### config.mk
export PLATFORM = sky130hd
export DESIGN_NAME = da_slice_tx_flat
export DESIGN_NICKNAME = d
export VERILOG_FILES = /design/src/rtl/da_pkg.sv /design/src/rtl/da_slice_tx_if.sv /design/src/rtl/da_slice_tx_row_slicer.sv /design/src/rtl/da_slice_tx.sv /design/src/flat_wrapper.sv
export SDC_FILE = /design/constraint.sdc
export NUM_CORES = 1
export LEC_CHECK = 0
export CORE_MARGIN = 2
export CORE_UTILIZATION = 51
export CTS_BUF_LIST = sky130_fd_sc_hd__clkbuf_4 sky130_fd_sc_hd__clkbuf_8
export CTS_CLUSTER_DIAMETER = 50
export DETAILED_ROUTE_END_ITERATION = 6
export GPL_ROUTABILITY_DRIVEN = 0
export PLACE_DENSITY = 0.83
export SYNTH_ARGS = -nofsm -noshare
export SYNTH_HDL_FRONTEND = slang
export SYNTH_SLANG_ARGS = --single-unit
### constraint.sdc
create_clock -name clk -period 3.3 [get_ports clk]
set_clock_uncertainty 0.1 [all_clocks]
set_input_delay 0.495 -clock clk [delete_from_list [all_inputs] [get_ports clk]]
set_output_delay 0.495 -clock clk [all_outputs]
set_load 0.02 [all_outputs]
### src/rtl/da_pkg.sv
// Shared definitions for the distributed-arithmetic slice datapath.
//   state_t : transmitter frame state (IDLE, SEND, DONE)
//   DA_W    : default operand width (also the beat count per frame)
//   DA_ROWS : matrix rows / bits per slice
//   slice_t : one row's address slice, {op2[i], op1[i], op0[i]}
package da_pkg;

    localparam int unsigned DA_W    = 8;
    localparam int unsigned DA_ROWS = 3;

    typedef logic [DA_ROWS-1:0] slice_t;

    typedef enum logic [1:0] {
        IDLE,
        SEND,
        DONE
    } state_t;

endpackage

### src/rtl/da_slice_tx_if.sv
// Load/stream bundle of the DA bit-slice transmitter.
//   a..j     : 3x3 matrix operands; rows {a,b,c}, {d,e,f}, {g,h,j}
//   ld_valid : operands valid        ld_ready : transmitter can capture
//   abort    : cancel current frame
//   s_valid  : slice beat valid      s_ready  : consumer accepts beat
//   sl0..sl2 : row slices            sl_idx   : bit index of the beat
//   sl_sign  : beat is bit W-1       sl_last  : final beat of the frame
//   done     : one-cycle pulse after the last beat is accepted
// Modports: master = operand source / slice consumer, slave = transmitter.
interface da_slice_tx_if
    import da_pkg::*;
#(
    parameter int unsigned W = DA_W
) ();

    localparam int unsigned IW = $clog2(W);

    logic [W-1:0]  a, b, c, d, e, f, g, h, j;
    logic          ld_valid;
    logic          ld_ready;
    logic          abort;
    logic          s_valid;
    logic          s_ready;
    slice_t        sl0, sl1, sl2;
    logic [IW-1:0] sl_idx;
    logic          sl_sign;
    logic          sl_last;
    logic          done;

    modport master (
        output a, b, c, d, e, f, g, h, j, ld_valid, abort, s_ready,
        input  ld_ready, s_valid, sl0, sl1, sl2, sl_idx, sl_sign, sl_last, done
    );

    modport slave (
        input  a, b, c, d, e, f, g, h, j, ld_valid, abort, s_ready,
        output ld_ready, s_valid, sl0, sl1, sl2, sl_idx, sl_sign, sl_last, done
    );

endinterface

### src/rtl/da_slice_tx_row_slicer.sv
// da_row_slicer: holds one matrix row (three W-bit operands) and presents
// the 3-bit slice {op2[idx], op1[idx], op0[idx]} for the requested bit.
//   clk_i, rst_i      : clock, asynchronous active-high reset
//   ld_en_i           : capture op0_i..op2_i on this edge
//   op0_i..op2_i      : row operands (op0 is the slice LSB)
//   idx_i             : bit index to present
//   slice_o           : combinational slice from the stored operands
module da_row_slicer
    import da_pkg::*;
#(
    parameter int unsigned W = DA_W
) (
    input  logic                 clk_i,
    input  logic                 rst_i,
    input  logic                 ld_en_i,
    input  logic [W-1:0]         op0_i,
    input  logic [W-1:0]         op1_i,
    input  logic [W-1:0]         op2_i,
    input  logic [$clog2(W)-1:0] idx_i,
    output slice_t               slice_o
);

    logic [W-1:0] op0_q, op1_q, op2_q;

    always_ff @(posedge clk_i or posedge rst_i) begin
        if (rst_i) begin
            op0_q <= '0;
            op1_q <= '0;
            op2_q <= '0;
        end else if (ld_en_i) begin
            op0_q <= op0_i;
            op1_q <= op1_i;
            op2_q <= op2_i;
        end
    end

    assign slice_o = {op2_q[idx_i], op1_q[idx_i], op0_q[idx_i]};

endmodule

### src/rtl/da_slice_tx.sv
// da_slice_tx: bit-slice transmitter for the DA matrix-vector datapath.
// Captures a 3x3 operand matrix in IDLE, then streams W beats of three
// row slices over a valid/ready handshake, then pulses done for one cycle.
//   clk   : clock
//   reset : asynchronous active-high reset
//   bus   : da_slice_tx_if.slave (operands, load handshake, abort,
//           slice stream, done)
// Build option: DA_SLICE_TX_LSB_FIRST_EN sends bit 0 first (counter counts
// up); by default bit W-1 goes first. The sign beat (bit W-1) is flagged in
// either order; latencies are the same in both builds.
module da_slice_tx
    import da_pkg::*;
#(
    parameter int unsigned W = DA_W
) (
    input logic          clk,
    input logic          reset,
    da_slice_tx_if.slave bus
);

    localparam int unsigned IW = $clog2(W);

`ifdef DA_SLICE_TX_LSB_FIRST_EN
    localparam bit            LSB_FIRST = 1'b1;
    localparam logic [IW-1:0] CNT_START = '0;
    localparam logic [IW-1:0] CNT_LAST  = IW'(W-1);
`else
    localparam bit            LSB_FIRST = 1'b0;
    localparam logic [IW-1:0] CNT_START = IW'(W-1);
    localparam logic [IW-1:0] CNT_LAST  = '0;
`endif

    state_t        state_q, state_d;
    logic [IW-1:0] cnt_q, cnt_d;
    logic          load_en;
    logic          send;
    slice_t        row0_sl, row1_sl, row2_sl;

    always_ff @(posedge clk or posedge reset) begin
        if (reset) begin
            state_q <= IDLE;
            cnt_q   <= '0;
        end else begin
            state_q <= state_d;
            cnt_q   <= cnt_d;
        end
    end

    // abort wins over a beat accepted in the same cycle
    always_comb begin
        state_d = state_q;
        cnt_d   = cnt_q;
        load_en = 1'b0;
        case (state_q)
            IDLE: begin
                if (bus.ld_valid) begin
                    load_en = 1'b1;
                    cnt_d   = CNT_START;
                    state_d = SEND;
                end
            end
            SEND: begin
                if (bus.abort) begin
                    state_d = IDLE;
                end else if (bus.s_ready) begin
                    if (cnt_q == CNT_LAST) begin
                        state_d = DONE;
                    end else if (LSB_FIRST) begin
                        cnt_d = cnt_q + IW'(1);
                    end else begin
                        cnt_d = cnt_q - IW'(1);
                    end
                end
            end
            DONE:    state_d = IDLE;
            default: state_d = IDLE;
        endcase
    end

    da_row_slicer #(.W(W)) u_row0 (
        .clk_i(clk), .rst_i(reset), .ld_en_i(load_en),
        .op0_i(bus.a), .op1_i(bus.b), .op2_i(bus.c),
        .idx_i(cnt_q), .slice_o(row0_sl)
    );

    da_row_slicer #(.W(W)) u_row1 (
        .clk_i(clk), .rst_i(reset), .ld_en_i(load_en),
        .op0_i(bus.d), .op1_i(bus.e), .op2_i(bus.f),
        .idx_i(cnt_q), .slice_o(row1_sl)
    );

    da_row_slicer #(.W(W)) u_row2 (
        .clk_i(clk), .rst_i(reset), .ld_en_i(load_en),
        .op0_i(bus.g), .op1_i(bus.h), .op2_i(bus.j),
        .idx_i(cnt_q), .slice_o(row2_sl)
    );

    assign send = (state_q == SEND);

    // Stream outputs are forced to zero outside SEND so reset and idle
    // present a quiet bus; ld_ready is held low for the whole reset pulse.
    always_comb begin
        bus.ld_ready = (state_q == IDLE) && !reset;
        bus.s_valid  = send;
        bus.done     = (state_q == DONE);
        bus.sl0      = send ? row0_sl : '0;
        bus.sl1      = send ? row1_sl : '0;
        bus.sl2      = send ? row2_sl : '0;
        bus.sl_idx   = send ? cnt_q : '0;
        bus.sl_sign  = send && (cnt_q == IW'(W-1));
        bus.sl_last  = send && (cnt_q == CNT_LAST);
    end

endmodule
### src/flat_wrapper.sv
// flat-port wrapper written by rule: the top's interface ports become plain ports
module da_slice_tx_flat import da_pkg::*;
#(
    parameter int unsigned W = DA_W
)
  (clk, reset, bus_a, bus_b, bus_c, bus_d, bus_e, bus_f, bus_g, bus_h, bus_j, bus_ld_valid, bus_abort, bus_s_ready, bus_ld_ready, bus_s_valid, bus_sl0, bus_sl1, bus_sl2, bus_sl_idx, bus_sl_sign, bus_sl_last, bus_done);
  da_slice_tx_if #(.W(W)) bus_i ();
  input logic clk;
  input logic reset;
  input wire logic [$bits(bus_i.a)-1:0] bus_a;
  input wire logic [$bits(bus_i.b)-1:0] bus_b;
  input wire logic [$bits(bus_i.c)-1:0] bus_c;
  input wire logic [$bits(bus_i.d)-1:0] bus_d;
  input wire logic [$bits(bus_i.e)-1:0] bus_e;
  input wire logic [$bits(bus_i.f)-1:0] bus_f;
  input wire logic [$bits(bus_i.g)-1:0] bus_g;
  input wire logic [$bits(bus_i.h)-1:0] bus_h;
  input wire logic [$bits(bus_i.j)-1:0] bus_j;
  input wire logic [$bits(bus_i.ld_valid)-1:0] bus_ld_valid;
  input wire logic [$bits(bus_i.abort)-1:0] bus_abort;
  input wire logic [$bits(bus_i.s_ready)-1:0] bus_s_ready;
  output wire logic [$bits(bus_i.ld_ready)-1:0] bus_ld_ready;
  output wire logic [$bits(bus_i.s_valid)-1:0] bus_s_valid;
  output wire logic [$bits(bus_i.sl0)-1:0] bus_sl0;
  output wire logic [$bits(bus_i.sl1)-1:0] bus_sl1;
  output wire logic [$bits(bus_i.sl2)-1:0] bus_sl2;
  output wire logic [$bits(bus_i.sl_idx)-1:0] bus_sl_idx;
  output wire logic [$bits(bus_i.sl_sign)-1:0] bus_sl_sign;
  output wire logic [$bits(bus_i.sl_last)-1:0] bus_sl_last;
  output wire logic [$bits(bus_i.done)-1:0] bus_done;
  assign bus_i.a = bus_a;
  assign bus_i.b = bus_b;
  assign bus_i.c = bus_c;
  assign bus_i.d = bus_d;
  assign bus_i.e = bus_e;
  assign bus_i.f = bus_f;
  assign bus_i.g = bus_g;
  assign bus_i.h = bus_h;
  assign bus_i.j = bus_j;
  assign bus_i.ld_valid = bus_ld_valid;
  assign bus_i.abort = bus_abort;
  assign bus_i.s_ready = bus_s_ready;
  assign bus_ld_ready = bus_i.ld_ready;
  assign bus_s_valid = bus_i.s_valid;
  assign bus_sl0 = bus_i.sl0;
  assign bus_sl1 = bus_i.sl1;
  assign bus_sl2 = bus_i.sl2;
  assign bus_sl_idx = bus_i.sl_idx;
  assign bus_sl_sign = bus_i.sl_sign;
  assign bus_sl_last = bus_i.sl_last;
  assign bus_done = bus_i.done;
  da_slice_tx #(.W(W)) u_core (.clk(clk), .reset(reset), .bus(bus_i));
endmodule
# Yosys cells after proc, flatten, opt, wreduce, memory -nomap -nowiden
# Cells that the tools add are included.
# op_classes
n_eq_ne	9
n_reduce_logical	9
n_lt_le_gt_ge	1
n_mux	34
n_addsub	1
# ops
op	count
binary-select mux 1 bit (select 3 bit)	9
two-way mux 3 bit	8
two-way mux 1 bit	11
two-way mux 2 bit	4
!= test 2 bit, second input constant	4
!= test 3 bit, second input constant	2
case mux 3 bit (2 select lines)	1
AND reduction 5 bit	1
less-than comparator 3 x 4 -> 1 bit, second input constant	1
case mux 2 bit (2 select lines)	1
== test 3 bit, second input constant	1
logical AND 1 bit	3
logical NOT 3 bit	1
AND reduction 3 bit	1
subtractor 3 x 1 -> 3 bit, second input constant	1
== test 2 x 1 -> 1 bit, second input constant	1
== test 2 bit, second input constant	1
logical NOT 2 bit	1
nonzero test 2 bit	1
logical NOT 1 bit	1
# totals
word_cells	65
in_bits	77
output_inout_bits	17
reg_bits	77

# Logic depth before layout (Yosys ltp)
# logic_depth
ltp_word	5
ltp_mapped	7
ltp_nobuf	5

# Cells and area by module
# Synthesis repeated with hierarchy kept, for this count alone.
# hier_totals
hier_cells	231
hier_area_um2	3674.8
# by_module_without_submodules
mod	area_each_um2	cells_per_inst	n_inst
da_row_slicer	1091.0	62	3
da_slice_tx	401.6	45	1

# Worst setup path after synthesis
# Ideal clock, no wire load.
# synth_timing
path_type	reg-to-output
from	register u_core.cnt_q[1]
to	output bus_sl_last
path_stages_with_launch	7
arrival_time_ps	1408
t_required_ps	2705
n_path_buf	2
path_slack_ps	1297
cell_sequence	dfrtp_1 buf_4 buf_4 inv_1 ha_1 nand2b_1 nor2_1
# synth_via
elab_chain_len	2
# synth_rtl
item	line	rtl
start: declaration	da_slice_tx.sv:34	logic [IW-1:0] cnt_q, cnt_d;
start signal: assignment	da_slice_tx.sv:45	cnt_q <= cnt_d;
logical NOT 3 bit	da_slice_tx.sv:111	bus.sl_last = send && (cnt_q == CNT_LAST);
logical AND 1 bit	da_slice_tx.sv:111	
end: declaration	flat_wrapper.sv:29	output wire logic [$bits(bus_i.sl_last)-1:0] bus_sl_last;
# Every way passes these cells.

# Worst setup path after layout
# Ends and elaborated chain as after synthesis.

==> flow_summary.ini <==
[timing]
slew_headroom_pct = 42.47
min_period_ps = 3067
worst_pin_slew_ps = 861.2
hold_ws_ps = 406.9
slew_viol_final = 0
rsz0062_at_grt = false
timing.final.crit_share_pct = 92.95
fin_setup_tns_ps = 0
setup_viol = 0
hold_viol = 0
max_freq_mhz = 326.0

[worst_hold_path]
hold_start = u_core.u_row2.op2_q[6]
hp-class = flop to flop
worst_hold_path.num_cells = 1
whs_endpoint = u_core.u_row2.op2_q[6]

[routing]
wl_per_cell_um = 17.03
post_drt_via_cell_ratio = 5.409
vias = 2472
first_iter_violations = 113
ant_nets = 0
wl_um = 7782
first_pass_iters = 4
route.detailed.drc = 0

[grt]
grt_pass1_wl_um = 12500
antenna_found_initial = 0
grt_use_total_pct = 21.40
overflow = 0
grt_pass1_vias = 2564
grt_max_degree = 77

[layout]
syn2layout_area_growth_pct = 34.16
final_nets = 436
post-route-util_pct = 71.43
antenna_cells = 0
drive_gt1_share_pct = 27.42

[clocking]
insertion_delay_ps = 340
clock-sinks = 77
cts_buffers = 9
clock_path_buffers = 2
cts_tree = yes
postCtsHoldBufs = 0
cts_root_buf = clkbuf_8
htreeDepth = 3
clk_pin_slew_ps = 80

[logic_synthesis]
synth_top_area_share_pct = 52.98
yosys.area.top_type = dfrtp_1
yosys_warnings = 0
syn_nets = 344
yosys.cell_types.count = 26
synth_area_leaders = dfrtp_1 (53%), mux2_2 (22%), mux2i_1 (9.9%), a22oi_1 (3.7%), and3_1 (1.9%)
synth_area_per_cell_sq_um = 13.78
netlist_instances = 264
ys_ff_latch = 77
seq_area_frac_synth_pct = 52.98
netlist_area_sq_um = 3637

[floorplan]
fp.dieH_um = 88.45
std_cell_rows = 30
floorplan.initialDensity_pct = 53.24
die_x_um = 88.45
die-area_sq_um = 7823
coreArea_sq_um = 6832
ios = 94

[power]
combPwrFrac_pct = 30.1
p_sw_uw = 868.3
p_int_mw = 2.142
power_density_nw_per_um2 = 617.0
clockPowerShare_pct = 26.9
p_sw_share_pct = 28.84
ir_drop_mv = 0.3678
power_frac_seq_pct = 43.0
p_leak_nw = 2.220

[job]
drv_cap = 0

[critical_path]
start_kind = flop
rrSetupSlack_ps = 1250
r2r_start = u_core.cnt_q[1]
path_class = flop to output pin
critPathCaptureType = output pin
reg2reg_depth = 6
crit_arrival_ps = 2470
r2r-end = u_core.cnt_q[1]
crit_fanout = 23
required_ps = 2700

[placed_design]
port_buffers = 93
dp_hpwl_um = 5339

[status]
status = finished clean
==> placed cells by master (no fill, tap or decap) <==
| cell type | count |
|---|---|
| buf_4 | 3 |
| a31oi_1 | 1 |
| or2_2 | 1 |
| mux2_2 | 72 |
| and3_1 | 11 |
| a22oi_1 | 18 |
| a41oi_1 | 1 |
| nor3b_1 | 1 |
| nor3b_4 | 1 |
| a211oi_1 | 3 |
| bufinv_16 | 2 |
| inv_1 | 5 |
| a311oi_1 | 1 |
| nor3_1 | 3 |
| clkinvlp_4 | 3 |
| clkinv_2 | 1 |
| nand2b_1 | 2 |
| clkdlybuf4s50_1 | 93 |
| dfrtp_1 | 76 |
| buf_12 | 2 |
| clkbuf_8 | 11 |
| nor2b_2 | 1 |
| nor2_1 | 4 |
| mux2i_1 | 36 |
| ha_1 | 3 |
| dfrtp_2 | 1 |
| and4bb_2 | 1 |
| nor2b_1 | 2 |
| and2_1 | 2 |
==> synthesized netlist by cell type <==
cell type / number
dfrtp_1: 77
mux2_2: 72
mux2i_1: 36
a22oi_1: 18
and3_1: 11
inv_1: 6
buf_2: 5
buf_4: 4
buf_6: 4
nor2_1: 4
a211oi_1: 3
ha_1: 3
nor2b_1: 3
nor3_1: 3
and2_1: 2
buf_1: 2
nand2b_1: 2
a311oi_1: 1
a31oi_1: 1
a41oi_1: 1
and4bb_2: 1
clkbuf_1: 1
clkbuf_2: 1
nor3b_1: 1
nor3b_2: 1
or2_2: 1
==> repair_timing <==
action / 4_1_cts / 5_1_grt
resized for setup: 0 / 1
endpoints found under the setup margin: 0 / 5
buffers inserted: 0 / 0
hold endpoints to repair: 0 / 0
==> state kept, by name (all words and copies together) (netlist names) <==
register and count:
u_core.cnt_q 3, u_core.u_row0.op0_q 8, u_core.u_row2.op2_q 8, u_core.u_row1.op1_q 8, u_core.u_row0.op2_q 8, u_core.u_row2.op0_q 8, u_core.u_row1.op2_q 8, u_core.state_q 2
u_core.u_row1.op0_q 8, u_core.u_row0.op1_q 8, u_core.u_row2.op1_q 8
==> critical path, stage by stage, from the launching register on <==
cell	delay, ps
dfrtp_2	710
buf_12	270
inv_1	100
ha_1	220
nand2b_1	200
nor2_1	70
clkdlybuf4s50_1	540
==> worst max path at each step <==
| stage | cells after the start | end | from |
|---|---|---|---|
| 5_1_grt | 6 | bus_sl_last | u_core.cnt_q[1] |
| 2_1_floorplan | 1 | u_core.cnt_q[0] | reset |
| 3_3_place_gp | 4 | bus_sl2[2] | u_core.cnt_q[2] |
| 4_1_cts | 4 | bus_sl1[2] | u_core.cnt_q[2] |
| 3_5_place_dp | 4 | bus_sl1[2] | u_core.cnt_q[2] |
| 6_report | 6 | bus_sl_last | u_core.cnt_q[1] |
==> routing by layer <==
| metal | routed length [um] | vias up | track usage, % | part of all wire, % |
|---|---|---|---|---|
| met5 | 0 | - | 0 | 0 |
| met4 | 167 | 0 | 10.19 | 2.1 |
| met3 | 389 | 14 | 4.104 | 5.0 |
| met2 | 3769 | 75 | 33.83 | 48 |
| met1 | 3456 | 1240 | 28.66 | 44 |
| li1 | - | 1143 | - | - |
==> power groups by stage <==
stage	Clock (mW)	Sequential, mW	Combinational (mW)
3_3_place_gp	0	1.30	0.895
6_report	0.808	1.30	0.907
3_5_place_dp	0	1.31	0.912
5_1_grt	0.861	1.33	0.979
4_1_cts	0.822	1.30	0.919
2_1_floorplan	0	1.26	0.625
==> logic make-up after synthesis <==
kind of cell | Yosys count | share of synthesized area (%)
muxes | 108 | 32.20
DFF | 77 | 52.98
and+or+nand+nor | 29 | 4.988
AOI/OAI and AO/OA | 24 | 4.988
buffers and inverters | 23 | 3.818
adders and majority gates | 3 | 1.032
==> per-stage QoR <==
stage                     cells  worst slack [ps]  total power, mW  cell area [sq um]
after detailed placement    441             447.9            2.225               4643
after floorplan             264             738.3            1.883               3637
after global routing        457             98.36            3.167               4880
after CTS                   457             71.92            3.036               4877
after global placement      441             537.3            2.192               4643
final                       457             232.8            3.011               4880
==> area by class of cell <==
class / instances / area, sq um
Clock buffer: 11 / 151.4
Clock inverter: 5 / 82.58
Fill cell: 478 / 1952
Inverter: 6 / 23.77
Multi-Input combinational cell: 164 / 1580
Sequential cell: 77 / 1928
Tap cell: 96 / 120.1
Timing Repair Buffer: 98 / 993.5
Note: power is estimated with default switching activity, not from simulation.
